$ cat config.mk
export PLATFORM = sky130hd
export DESIGN_NAME = pipe_stage_reg
export DESIGN_NICKNAME = d
export VERILOG_FILES = /design/src/rtl/pipe_stage_reg_pkg.sv /design/src/rtl/pipe_stage_reg_data.sv /design/src/rtl/pipe_stage_reg.sv
export SDC_FILE = /design/constraint.sdc
export NUM_CORES = 1
export LEC_CHECK = 0
export ABC_CLOCK_PERIOD_IN_PS = 1630
export BUFFER_PORTS_ARGS = -buffer_cell sky130_fd_sc_hd__buf_2
export CORE_UTILIZATION = 40
export DETAILED_ROUTE_END_ITERATION = 7
export PLACE_DENSITY = 0.64
export SYNTH_ARGS = -nofsm -noshare
export SYNTH_HDL_FRONTEND = slang
export SYNTH_SLANG_ARGS = --single-unit
$ cat constraint.sdc
create_clock -name clk -period 1.63 [get_ports clk]
set_input_delay 0.0815 -clock clk [delete_from_list [all_inputs] [get_ports clk]]
set_output_delay 0.0815 -clock clk [all_outputs]
set_load 0.02 [all_outputs]
$ cat src/rtl/pipe_stage_reg_pkg.sv
// Shared types and constants for the pipeline stage register.
// Latency: n/a (declarations only).
// Backpressure: n/a (declarations only).
//
// Contents:
//   pipe_state_t : occupancy of the stage (EMPTY, ONE = main full, TWO = main + skid full)
//   PIPE_DEPTH   : number of payload slots held by one stage
package pipe_pkg;

  typedef enum logic [1:0] {
    EMPTY = 2'd0,
    ONE   = 2'd1,
    TWO   = 2'd2
  } pipe_state_t;

  localparam int unsigned PIPE_DEPTH = 2;

endpackage

$ cat src/rtl/pipe_stage_reg_data.sv
// Payload register with load enable and synchronous reset to a fixed value.
// Latency: 1 cycle from d/en to q.
// Backpressure: none; holds its value whenever en is low.
//
// Ports:
//   clk, reset : clock and synchronous active-high reset (loads RESET_VAL)
//   en         : load d on the next rising edge
//   d, q       : WIDTH-bit payload in / registered payload out
module pipe_data_reg #(
  parameter int              WIDTH     = 32,
  parameter logic [WIDTH-1:0] RESET_VAL = {WIDTH{1'b0}}
) (
  input  logic             clk,
  input  logic             reset,
  input  logic             en,
  input  logic [WIDTH-1:0] d,
  output logic [WIDTH-1:0] q
);

  always_ff @(posedge clk) begin
    if (reset) begin
      q <= RESET_VAL;
    end else if (en) begin
      q <= d;
    end
  end

endmodule

$ cat src/rtl/pipe_stage_reg.sv
// Pipeline stage register with valid/ready handshake and a 2-entry skid buffer.
// Latency: 1 cycle when empty; full throughput of one transfer per cycle.
// Backpressure: in_ready comes from registered occupancy only; the skid slot absorbs the
//   one beat that arrives while downstream stalls, so out_ready never reaches in_ready.
//
// Ports:
//   clk, reset           : clock, synchronous active-high reset (priority over flush)
//   flush                : squash all held entries; an accepted input this cycle is discarded
//   in_valid/in_ready    : upstream handshake, in_data payload
//   out_valid/out_ready  : downstream handshake, out_data payload (main register)
//   stall_cnt            : saturating count of cycles upstream was blocked
//                          (only when PIPE_STAGE_STATS_EN is defined)
//
// Build option: define PIPE_STAGE_STATS_EN to add the stall_cnt port and counter.
module pipe_stage_reg
  import pipe_pkg::*;
#(
  parameter int               WIDTH     = 32,
  parameter logic [WIDTH-1:0] RESET_VAL = {WIDTH{1'b0}},
  parameter int               CNT_W     = 16
) (
  input  logic             clk,
  input  logic             reset,
  input  logic             flush,
  input  logic             in_valid,
  output logic             in_ready,
  input  logic [WIDTH-1:0] in_data,
  output logic             out_valid,
  input  logic             out_ready,
  output logic [WIDTH-1:0] out_data
`ifdef PIPE_STAGE_STATS_EN
  ,
  output logic [CNT_W-1:0] stall_cnt
`endif
);

  if (WIDTH < 1 || CNT_W < 1 || PIPE_DEPTH != 2) begin : g_param_check
    $error("pipe_stage_reg: WIDTH and CNT_W must be >= 1");
  end

  pipe_state_t      state_q;
  pipe_state_t      state_d;
  logic             in_fire;
  logic             out_fire;
  logic             main_en;
  logic             main_from_skid;
  logic             skid_en;
  logic [WIDTH-1:0] main_d;
  logic [WIDTH-1:0] main_q;
  logic [WIDTH-1:0] skid_q;

  // Both handshake outputs depend only on state (and reset for in_ready).
  assign in_ready  = (state_q != TWO) & ~reset;
  assign out_valid = (state_q != EMPTY);
  assign out_data  = main_q;

  assign in_fire  = in_valid & in_ready;
  assign out_fire = out_valid & out_ready;

  always_ff @(posedge clk) begin
    if (reset) begin
      state_q <= EMPTY;
    end else begin
      state_q <= state_d;
    end
  end

  always_comb begin
    state_d        = state_q;
    main_en        = 1'b0;
    main_from_skid = 1'b0;
    skid_en        = 1'b0;

    case (state_q)
      EMPTY: begin
        if (in_fire) begin
          main_en = 1'b1;
          state_d = ONE;
        end
      end
      ONE: begin
        if (in_fire && out_fire) begin
          main_en = 1'b1;
        end else if (in_fire) begin
          skid_en = 1'b1;
          state_d = TWO;
        end else if (out_fire) begin
          state_d = EMPTY;
        end
      end
      TWO: begin
        // in_ready is low here, so only the drain case exists.
        if (out_fire) begin
          main_en        = 1'b1;
          main_from_skid = 1'b1;
          state_d        = ONE;
        end
      end
      default: begin
        state_d = EMPTY;
      end
    endcase

    // Squash: any accepted input is dropped and the data registers are left alone,
    // since their contents are meaningless once the stage is empty.
    if (flush) begin
      state_d = EMPTY;
      main_en = 1'b0;
      skid_en = 1'b0;
    end
  end

  assign main_d = main_from_skid ? skid_q : in_data;

  pipe_data_reg #(
    .WIDTH    (WIDTH),
    .RESET_VAL(RESET_VAL)
  ) u_main_reg (
    .clk  (clk),
    .reset(reset),
    .en   (main_en),
    .d    (main_d),
    .q    (main_q)
  );

  pipe_data_reg #(
    .WIDTH    (WIDTH),
    .RESET_VAL(RESET_VAL)
  ) u_skid_reg (
    .clk  (clk),
    .reset(reset),
    .en   (skid_en),
    .d    (in_data),
    .q    (skid_q)
  );

`ifdef PIPE_STAGE_STATS_EN
  // Counts cycles where upstream offers data but the stage is full; not cleared by flush.
  always_ff @(posedge clk) begin
    if (reset) begin
      stall_cnt <= '0;
    end else if (in_valid && !in_ready && (stall_cnt != {CNT_W{1'b1}})) begin
      stall_cnt <= stall_cnt + CNT_W'(1);
    end
  end
`endif

endmodule
==> Word level (Yosys, flattened, before mapping) <==
Index checks and enable logic that the tools add are counted.
{ "op_classes": {"addsub": 0, "n_mul": 0, "n_div": 0, "magnitude_cmp": 0, "eq_ne": 7, "n_shift": 0, "mux": 16, "bitwise": 4, "n_reduce_logical": 5} }
{ "op_table": {"columns": ["operator", "n"], "rows": [
  ["$mux W32", 1],
  ["$mux W2", 5],
  ["$mux W1", 8],
  ["$ne A2 B2 Y1 const B", 4],
  ["$pmux W2 S3", 1],
  ["$reduce_and A4 Y1", 1],
  ["$and A1 B1 Y1", 3],
  ["$ne A3 B3 Y1 const B", 1],
  ["$pmux W1 S3", 1],
  ["$eq A2 B1 Y1 const B", 1],
  ["$eq A2 B2 Y1 const B", 1],
  ["$logic_not A2 Y1", 1],
  ["$reduce_bool A2 Y1", 1],
  ["$reduce_or A2 Y1", 1],
  ["$logic_and A1 B1 Y1", 1],
  ["$not A1 Y1", 1]
]} }
{ "totals": {"ff_bits": 66, "latch_bits": 0, "ram_bits": 0, "mem_bits_ro": 0, "output_inout_bits": 34, "wordCells": 35, "memories": 0} }

==> Logic depth before layout (Yosys ltp) <==
Gate-level depths: netlist (run 1).
{ "logic_depth": {"depth_word": 7, "ltp_mapped": 6, "ltp_nobuf": 3} }

==> By module <==
From an unflattened synthesis (run 1), not the netlist that was laid out.
{ "unflattened": {"hier_cells": 261, "hier_area_um2": 2982.9} }
{ "modules_own_cells": {"columns": ["module", "instances", "cells_each", "area_each_um2"], "rows": [
  ["pipe_data_reg", 2, 103, 1163.6],
  ["pipe_stage_reg", 1, 55, 655.6]
]} }

==> Worst setup path after synthesis (run 1) <==
OpenSTA, ideal clock, no wires.
{ "synth_path": {"path_kind": "register to register", "start": "reg state_q[1]", "end": "reg u_main_reg.q[0]", "setup_time_ns": 0.086, "arrival_time_ns": 1.273, "setup_slack_ns": 0.271, "path_stages_with_launch": 7, "synth_period_minus_slack_ns": 1.359, "cell_sequence": "dfxtp_1 > buf_2 > and4bb_1 > buf_2 > a31o_4 > buf_6 > a211oi_1"} }
{ "synth_via": {"elab_chain_len": 7} }
{ "synth_rtl": {"columns": ["element", "line_no", "source"], "rows": [
  ["from (decl)", "pipe_stage_reg.sv:41", "pipe_state_t state_q;"],
  ["from (signal assigned)", "pipe_stage_reg.sv:64", "state_q <= state_d;"],
  ["$ne A2 B2 Y1", "pipe_stage_reg.sv:53", "assign in_ready = (state_q != TWO) & ~reset;"],
  ["$and A1 B1 Y1", "pipe_stage_reg.sv:53", null],
  ["$and A1 B1 Y1", "pipe_stage_reg.sv:57", "assign in_fire = in_valid & in_ready;"],
  ["$logic_and A1 B1 Y1", "pipe_stage_reg.sv:82", "if (in_fire && out_fire) begin"],
  ["$mux W1", "pipe_stage_reg.sv:82", null],
  ["$pmux W1 S3", "pipe_stage_reg.sv:74", "case (state_q)"],
  ["$mux W1", "pipe_stage_reg.sv:106", "if (flush) begin"],
  ["to (signal assigned)", "pipe_stage_reg_data.sv:22", "q <= RESET_VAL;"],
  ["to (signal assigned)", "pipe_stage_reg_data.sv:24", "q <= d;"],
  ["to (decl)", "pipe_stage_reg_data.sv:17", "output logic [WIDTH-1:0] q"]
]} }
Several ways; a longest one is shown, not always the timed one.
A chain may end at the register's enable or synchronous reset.

==> Final worst setup path (run 1) <==
{ "layout_path": {"start": "reg state_q[0]", "end": "reg u_main_reg.q[12]"} }
Same word-level chain as after synthesis.

==> flow_metrics.tcl, run 1 <==
set metrics [dict create \
    status "completed" \
    crit_path_max_incr_delay_ns 0.47 \
    drt_iter0_drc 127 \
    io_pins 71 \
    cts_sinks 66 \
    placement.io_buffers 70 \
    dpl_cell_area_mm2 0.00348 \
    coreArea_mm2 0.00725 \
    finalHoldViolCount 0 \
    viasPerCell 5.58 \
    grt_max_degree 34 \
    whs_path_depth 3 \
    gp_congestion 0.775 \
    min_to "u_skid_reg.q[9]$_SDFFE_PP0P_" \
    startpoint_type "register" \
    syn-cell-area_mm2 0.00302 \
    cap_violations 0 \
    leakagePower_nw 1.70 \
    grt_overflow 0 \
    crit_buf_inv 0 \
    finalNonFillerCells 515 \
    final_max_slew_viol_count 0 \
    grt_pass1_wl_mm 13.0 \
    cp_slowest_cell "dfxtp_1" \
    clk_latency_ns 0.34 \
    r2r-end "u_main_reg.q[12]$_SDFFE_PP0P_" \
    period_needed_ns 1.45 \
    dr.pass1.iters 4 \
    cts_buffers 9 \
    dieArea_mm2 0.00789 \
    path_class "register to register" \
    fillers 699 \
    regArea_mm2 0.00132 \
    die_w_um 88.8 \
    grtUsageTotal_pct 21.8 \
    crit_chain "and4bb_1, a31o_4, a211oi_1" \
    ys_ff_latch 66 \
    drc 0 \
    cts_root_buf "clkbuf_8" \
    start_util_pct 41.6 \
    cp_max_fo 32 \
    p_per_area_mw_per_mm2 891 \
    layout-drive-gt1-share_pct 27.6 \
    drt_wl_total_mm 8.25 \
    num_vias 2874 \
    final_common_cell "buf_2" \
    cp-end-kind "register" \
    min_period_over_period_pct 89.1 \
    row_count 31 \
    worstReg2RegStart "state_q[0]$_SDFFE_PP0P_" \
    yosysSeqAreaShare_pct 43.8 \
    clock_path_buffers 2 \
    antenna_cells 0 \
    fin_tns_setup_ns 0 \
    hp-class "input port to register" \
    antenna_found_initial 0 \
    layout_common_cells "buf_2 (70), dfxtp_1 (66), a21oi_1 (34), mux2i_1 (33)" \
    synth_nets 360 \
    dp.cells 473 \
    maxSlewHeadroom_pct 57.9 \
    critPathArrivalTime_ns 1.70 \
    antenna_left 0 \
    synthToLayoutAreaGrowth_pct 30.3 \
    final_cell_area_mm2 0.00393 \
    fmax_mhz 689 \
    synth_enable_flop_cells 0 \
    r2r_slack_ns 0.18 \
    ys_async_sr_fraction_pct 0 \
    synth_warnings 0 \
    tightest_slew_ns 0.632 \
    hpwl_mm 5.22 \
    yosysUniqueCellTypes 27 \
    ir_worst_vdd_mv 0.448 \
    multi_input_area_mm2 0.00150 \
    rsz0062_at_grt "no" \
    tritoncts "yes" \
    cts_max_level 3 \
    syn_area_per_cell_um2 9.34 \
    critPathTopFamily "compound AO/OA/AOI/OAI gates" \
    worstHoldStart "in_data[9]" \
    clock-skew-final_ns 0.00812 \
    synth_cells 323 \
    nets 449 \
    wl_per_cell_um 16.0 \
    reg2regPathDepth 3 \
    grt_pass1_vias 2602 \
    die_h_um 88.8 \
    synthFlopType "dfxtp_1" \
    crit_required_ns 1.88 \
    finalSetupViolations 0 \
    clkTransAtPathRegs_ns 0.07 \
]
[worst reg2reg max path, cell delays in order (launching register included)]
cell	delay, ns
dfxtp_1	0.47
and4bb_1	0.27
a31o_4	0.35
a211oi_1	0.27
[layout make-up]
type / count / share of cell area [%]
Multi-Input combinational cell: 214 / 38.2
Clock inverter: 3 / 1.02
Tap cell: 99 / 3.15
Clock buffer: 12 / 3.69
Timing Repair Buffer: 121 / 20.4
Sequential cell: 66 / 33.6
[flip-flops by register name, summed over array words and instances, names as in the netlist]
| register | cells |
|---|---|
| u_main_reg.q | 32 |
| state_q | 2 |
| u_skid_reg.q | 32 |
[cell usage after synthesis, drive strengths merged (2+ instances only)]
| cell | n | area, µm² |
|---|---|---|
| a21oi | 34 | 170 |
| dfxtp | 66 | 1320 |
| nor2b | 3 | 18.8 |
| or2 | 2 | 12.5 |
| mux2i | 33 | 330 |
| clkbuf | 22 | 90.1 |
| nor2 | 4 | 15.0 |
| a311oi | 32 | 280 |
| a211oi | 32 | 240 |
| o21ai | 32 | 160 |
| buf | 21 | 128 |
| nand3 | 32 | 160 |
[worst max path at each step]
stage / from / end / slack, ns / depth (start not counted)
final: state_q[0]$_SDFFE_PP0P_ / u_main_reg.q[12]$_SDFFE_PP0P_ / 0.18 / 3
after global routing: state_q[0]$_SDFFE_PP0P_ / u_main_reg.q[25]$_SDFFE_PP0P_ / 0.04 / 3
after CTS: state_q[0]$_SDFFE_PP0P_ / u_main_reg.q[25]$_SDFFE_PP0P_ / 0.17 / 3
after detailed placement: state_q[0]$_SDFFE_PP0P_ / u_main_reg.q[25]$_SDFFE_PP0P_ / 0.19 / 3
after global placement: state_q[0]$_SDFFE_PP0P_ / u_main_reg.q[5]$_SDFFE_PP0P_ / 0.25 / 3
after floorplan: state_q[1]$_SDFFE_PP0P_ / u_main_reg.q[0]$_SDFFE_PP0P_ / 0.27 / 6
[report_power, final]
part	leakage, nW	total, mW	switching, mW	internal (mW)
logic	1.06	0.476	0.272	0.204
clock network	0.0962	1.34	0.602	0.736
registers	0.536	1.69	0.0288	1.66
total	1.70	3.50	0.902	2.60
[per-layer routing]
layer	track usage [%]	share of wire, %	vias to the layer above
li1	-	-	1423
met4	10.1	1.0	0
met1	29.9	47	1352
met5	0	0	-
met2	33.1	46	94
met3	4.01	6.4	5
[per-stage QoR]
step / hold WS, ns / setup slack (ns) / total power [mW] / util, %
final: 0.0127 / 0.178 / 3.50 / 54.2
after CTS: 0.00150 / 0.174 / 3.54 / 54.2
after global routing: 0.0126 / 0.0368 / 3.64 / 54.2
after global placement: 0.348 / 0.247 / 2.15 / 47.9
after detailed placement: 0.354 / 0.193 / 2.15 / 47.9
after floorplan: 0.161 / 0.271 / 1.98 / -
[cell families after synthesis]
family | synth area share, %
buffers and inverters | 7.22
AO/OA/AOI/OAI | 29.0
multiplexers | 10.9
AND/OR/NAND/NOR | 9.00
flip-flops | 43.8
[what timing repair did]
item / CTS / global route
endpoints found under the hold margin: 27 / 0
hold buffers: 27 / 0
setup buffers: 0 / 0
resized for setup: 0 / 0
No activity file was read; power rests on OpenSTA's default activity.
==> run 2: changes to the inputs <==
--- a/config.mk
+++ b/config.mk
@@ -7,6 +7,7 @@
 export LEC_CHECK = 0
 export ABC_CLOCK_PERIOD_IN_PS = 1630
 export BUFFER_PORTS_ARGS = -buffer_cell sky130_fd_sc_hd__buf_2
+export CORE_MARGIN = 5
 export CORE_UTILIZATION = 40
 export DETAILED_ROUTE_END_ITERATION = 7
 export PLACE_DENSITY = 0.64
==> run 2 against run 1 <==
  * Critical path type unchanged
  * Highest routed layer unchanged
  * Largest cell class unchanged
  * First-iteration DRC count increased by 24%
  * Wire length increased by 6.6%
  * Combinational power increased by 3%
  * Count of clock-buffer cells in the layout decreased by 3
  * Die area increased by 19%
  * Power increased by 5.3%
==> flow_metrics.tcl, run 2 (same netlist as run 1, synthesis figures left out) <==
set metrics [dict create \
    antenna_cells 0 \
    die_w_um 96.8 \
    layout-drive-gt1-share_pct 28.1 \
    ir_worst_vdd_mv 0.397 \
    min_period_over_period_pct 93.0 \
    leakagePower_nw 1.72 \
    status "completed" \
    period_needed_ns 1.52 \
    drt_wl_total_mm 8.80 \
    dieArea_mm2 0.00938 \
    io_pins 71 \
    drc 0 \
    cap_violations 0 \
    internal_power_mw 2.73 \
    clock-skew-final_ns 0.00757 \
    power_mw 3.69 \
    dpl_cell_area_mm2 0.00348 \
    p_clk_share_pct 40.9 \
    grt_pass1_wl_mm 14.0 \
    antenna_left 0 \
    dr.pass1.iters 5 \
    num_vias 2923 \
    clock_path_buffers 2 \
    start_util_pct 41.4 \
    hpwl_mm 5.28 \
    grtUsageTotal_pct 18.1 \
    finalSetupViolations 0 \
    layout_common_cells "buf_2 (70), dfxtp_1 (65), a21oi_1 (34), mux2i_1 (33)" \
    maxSlewHeadroom_pct 57.7 \
    final_max_slew_viol_count 0 \
    cts_root_buf "clkbuf_8" \
    p_per_area_mw_per_mm2 923 \
    hp-class "input port to register" \
    tritoncts "yes" \
    wl_per_cell_um 17.1 \
    final_common_cell "buf_2" \
    fillers 682 \
    placement.io_buffers 70 \
    cts_max_level 3 \
    grt_pass1_vias 2752 \
    tightest_slew_ns 0.635 \
    critPathArrivalTime_ns 1.73 \
    fin_tns_setup_ns 0 \
    coreArea_mm2 0.00729 \
    post-cts-setup-buffers 0 \
    row_count 31 \
    swShare_pct 26.1 \
    comb_power_share_pct 13.3 \
    reg_top3 "u_main_reg.q: 32 flops, u_skid_reg.q: 32 flops, state_q: 2 flops" \
    p_sw_mw 0.963 \
    clk_latency_ns 0.35 \
    cts_buffers 9 \
    crit_required_ns 1.85 \
    rsz0062_at_grt "no" \
    pwr-share-seq_pct 45.8 \
    grt_max_degree 38 \
    gp_congestion 0.761 \
    cp_max_fo 11 \
    cp-end-kind "register" \
    antenna_found_initial 0 \
    viasPerCell 5.68 \
    startpoint_type "register" \
    nets 448 \
    path_class "register to register" \
    synthToLayoutAreaGrowth_pct 32.4 \
    finalHoldViolCount 0 \
    drt_iter0_drc 158 \
    final_cell_area_mm2 0.00400 \
    cts_sinks 66 \
    die_h_um 96.8 \
    fmax_mhz 660 \
    grt_overflow 0 \
    clkTransAtPathRegs_ns 0.07 \
]
-- run 2: worst paths after layout --
| check | from | end | slack (ns) | depth (start not counted) |
|---|---|---|---|---|
| setup / recovery | state_q[0]$_SDFFE_PP0P_ | u_main_reg.q[7]$_SDFFE_PP0P_ | 0.11 | 4 |
| hold / removal | in_data[21] | u_skid_reg.q[21]$_SDFFE_PP0P_ | 0.02 | 3 |
| setup reg to reg | state_q[0]$_SDFFE_PP0P_ | u_main_reg.q[7]$_SDFFE_PP0P_ | 0.11 | 4 |
| hold reg to reg | u_skid_reg.q[21]$_SDFFE_PP0P_ | u_skid_reg.q[21]$_SDFFE_PP0P_ | 0.47 | 2 |
-- run 2: per-stage QoR --
| step | setup WS (ns) | cells | hold slack [ns] | util [%] |
|---|---|---|---|---|
| floorplan | 0.271 | 323 | 0.161 | - |
| global placement | 0.140 | 470 | 0.348 | 47.7 |
| detailed placement | 0.0761 | 470 | 0.356 | 47.7 |
| CTS | 0.0607 | 514 | 0.00138 | 54.5 |
| global route | 0.00557 | 515 | 0.00860 | 54.8 |
| finish | 0.114 | 515 | 0.0177 | 54.8 |
-- run 2: worst max-delay path, cell delays in order, from the launching register on --
cell and delay, ns:
dfxtp_1 0.51, and4bb_1 0.30, buf_4 0.21, a311oi_1 0.29, a211oi_1 0.08
-- run 2: what timing repair did --
action / in CTS / in global routing
endpoints found under the setup margin: 0 / 32
hold buffers: 28 / 0
resized for setup: 0 / 2
hold endpoints to repair: 28 / 0
-- run 2: layout make-up --
type / instances / area, µm² / area share (%)
Multi-Input combinational cell: 215 / 1520 / 38.0
Clock buffer: 9 / 124 / 3.10
Sequential cell: 66 / 1320 / 33.1
Tap cell: 99 / 124 / 3.10
Timing Repair Buffer: 119 / 813 / 20.4
Clock inverter: 7 / 93.8 / 2.35
-- run 2: power groups by stage --
| stage | Combinational [mW] | Clock (mW) | Sequential, mW |
|---|---|---|---|
| after detailed placement | 0.430 | 0 | 1.73 |
| after global placement | 0.425 | 0 | 1.73 |
| after global routing | 0.530 | 1.60 | 1.69 |
| after CTS | 0.483 | 1.53 | 1.69 |
| after floorplan | 0.209 | 0 | 1.77 |
| final | 0.489 | 1.51 | 1.69 |
-- run 2: metal layers --
metal / GRT usage (%) / vias up / part of all wire [%]
li1: - / 1420 / -
met1: 23.7 / 1423 / 46
met2: 28.9 / 72 / 48
met3: 4.68 / 8 / 4.9
met4: 5.94 / 0 / 1.1
met5: 0 / - / 0
==> run 3: changes to the inputs <==
--- a/config.mk
+++ b/config.mk
@@ -13,4 +13,5 @@
 export PLACE_DENSITY = 0.64
 export SYNTH_ARGS = -nofsm -noshare
 export SYNTH_HDL_FRONTEND = slang
+export SYNTH_HIERARCHICAL = 1
 export SYNTH_SLANG_ARGS = --single-unit
==> run 3 against run 2 <==
  * Power is 3.7% lower
  * Design area is 2.9% lower
  * Clock skew shrank 0.0038 ns
  * Critical path type unchanged
  * Largest cell class unchanged
  * Largest power group unchanged
  * Highest routed layer unchanged
==> flow_metrics.tcl, run 3 <==
set metrics [dict create \
    ys_ff_latch 66 \
    grtUsageTotal_pct 13.6 \
    synthFlopType "dfxtp_1" \
    crit_chain "nand3b_4, buf_4, mux2_2, mux2i_1, nor2_1" \
    cap_violations 0 \
    antenna_left 0 \
    placement.io_buffers 70 \
    start_util_pct 41.1 \
    synth_enable_flop_cells 0 \
    fmax_mhz 659 \
    critPathTopFamily "multiplexers" \
    leakagePower_nw 1.72 \
    cts_root_buf "clkbuf_8" \
    antenna_found_initial 0 \
    grt_overflow 0 \
    cp_slowest_cell "dfxtp_1" \
    crit_buf_inv 1 \
    tritoncts "yes" \
    layout-drive-gt1-share_pct 36.6 \
    period_needed_ns 1.52 \
    startpoint_type "register" \
    yosysSeqAreaShare_pct 44.3 \
    row_count 31 \
    p_per_area_mw_per_mm2 916 \
    place_ws_ns 0.124 \
    synthTopCellsByCount "nor2_1 (67), dfxtp_1 (66), mux2i_1 (64), mux2_4 (28)" \
    synthToLayoutAreaGrowth_pct 30.0 \
    cp_max_fo 7 \
    yosysTopAreaCell "dfxtp_1" \
    yosysUniqueCellTypes 20 \
    grt_max_degree 37 \
    clkTransAtPathRegs_ns 0.07 \
    crit_required_ns 1.84 \
    synth_warnings 6 \
    maxSlewHeadroom_pct 75.3 \
    synth_nets 298 \
    drt_iter0_drc 77 \
    fin_util_pct 53.5 \
    coreArea_mm2 0.00725 \
    status "completed" \
    dieArea_mm2 0.00928 \
    antenna_cells 0 \
    fin_ws_ns 0.112 \
    path_class "register to register" \
    power_mw 3.55 \
    hpwl_mm 4.05 \
    reg_top3 "u_main_reg/q: 32 flops, u_skid_reg/q: 32 flops, state_q: 2 flops" \
    timing.hold.ws_ns 0.0140 \
    ir_worst_vdd_mv 0.444 \
    synth_cells 261 \
    crit_path_max_incr_delay_ns 0.42 \
    cts_sinks 66 \
    rsz0062_at_grt "no" \
    drt_wl_total_mm 5.79 \
    cts_buffers 9 \
    finalHoldViolCount 0 \
    cts_max_level 3 \
    wl_per_cell_um 12.5 \
    synth.top_cell.area_share_pct 44.3 \
    clock_path_buffers 2 \
    viasPerCell 4.65 \
    tightest_slew_ns 0.370 \
    cp-end-kind "register" \
    syn-cell-area_mm2 0.00298 \
    gp_congestion 0.704 \
    finalSetupViolations 0 \
    min_period_over_period_pct 93.1 \
    drc 0 \
    ys_async_sr_fraction_pct 0 \
    clock-skew-final_ns 0.00373 \
    clk_latency_ns 0.33 \
    layout_common_cells "buf_2 (70), nor2_1 (67), dfxtp_1 (65), mux2i_1 (64), mux2_4 (28)" \
    critPathArrivalTime_ns 1.73 \
    grt_pass1_vias 2169 \
    syn_area_per_cell_um2 11.4 \
    nets 395 \
    hp-class "input port to register" \
    die_h_um 96.4 \
    synth.most_common_cell "nor2_1" \
    dr.pass1.iters 4 \
    final_common_cell "buf_2" \
    fin_tns_setup_ns 0 \
    ys_top_cells_by_area "dfxtp_1 (44%), mux2i_1 (21%), mux2_4 (14%)" \
    final_max_slew_viol_count 0 \
    fillers 687 \
    io_pins 71 \
    num_vias 2146 \
    die_w_um 96.4 \
    grt_pass1_wl_mm 9.80 \
    post-cts-setup-buffers 0 \
]
[run 3: final timing paths]
kind	start	endpoint	slack, ns	depth (start not counted)
max	state_q[0]$_SDFFE_PP0P_	u_main_reg/q[1]$_SDFFE_PP0P_	0.11	5
min	in_data[9]	u_skid_reg/q[9]$_SDFFE_PP0P_	0.01	3
max reg2reg	state_q[0]$_SDFFE_PP0P_	u_main_reg/q[1]$_SDFFE_PP0P_	0.11	5
min reg2reg	u_main_reg/q[20]$_SDFFE_PP0P_	u_main_reg/q[20]$_SDFFE_PP0P_	0.49	2
[run 3: final cells by class]
class	count	area, µm²	share of cell area [%]
inverters	2	7.51	0.194
multi-input cells	176	1470	37.8
flip-flops and latches	66	1320	34.1
clock buffers	10	138	3.55
clock inverters	6	88.8	2.29
well taps	99	124	3.19
repair buffers	103	731	18.8
[run 3: metal layers]
| layer | vias to the layer above | GRT usage [%] | part of all wire, % |
|---|---|---|---|
| met5 | - | 0 | 0 |
| met4 | 0 | 6.07 | 2.1 |
| met3 | 13 | 4.46 | 6.7 |
| met2 | 57 | 21.9 | 45 |
| met1 | 997 | 16.5 | 46 |
| li1 | 1079 | - | - |
[run 3: cell families (layout without fill, tap and decap cells)]
logic type	count (synthesis)	count (layout)	share of synthesized area, %
buffers and inverters	19	121	6.92
AOI/OAI and AO/OA	5	5	1.09
muxes	96	96	37.1
DFF	66	66	44.3
and+or+nand+nor	75	75	10.6
[run 3: worst register-to-register path, cell delays in order (launching register included)]
cell	delay [ns]
dfxtp_1	0.42
nand3b_4	0.23
buf_4	0.20
mux2_2	0.35
mux2i_1	0.15
nor2_1	0.05
[run 3: metrics by stage]
step                      std cells  instance area [µm²]
after floorplan                 261                 2980
after global placement          423                 3420
after detailed placement        423                 3420
after CTS                       462                 3880
after global routing            462                 3880
final                           462                 3880
[run 3: timing repair]
action / CTS / global route
setup endpoints to repair: 0 / 7
endpoints found under the hold margin: 22 / 0
resized for setup: 0 / 1
hold buffers: 23 / 0
[run 3: report_power, final]
part	switching [mW]	leakage [nW]	internal [mW]
Clock	0.627	0.109	0.905
Sequential	0.0167	0.535	1.64
Combinational	0.165	1.08	0.194
Total	0.809	1.72	2.74
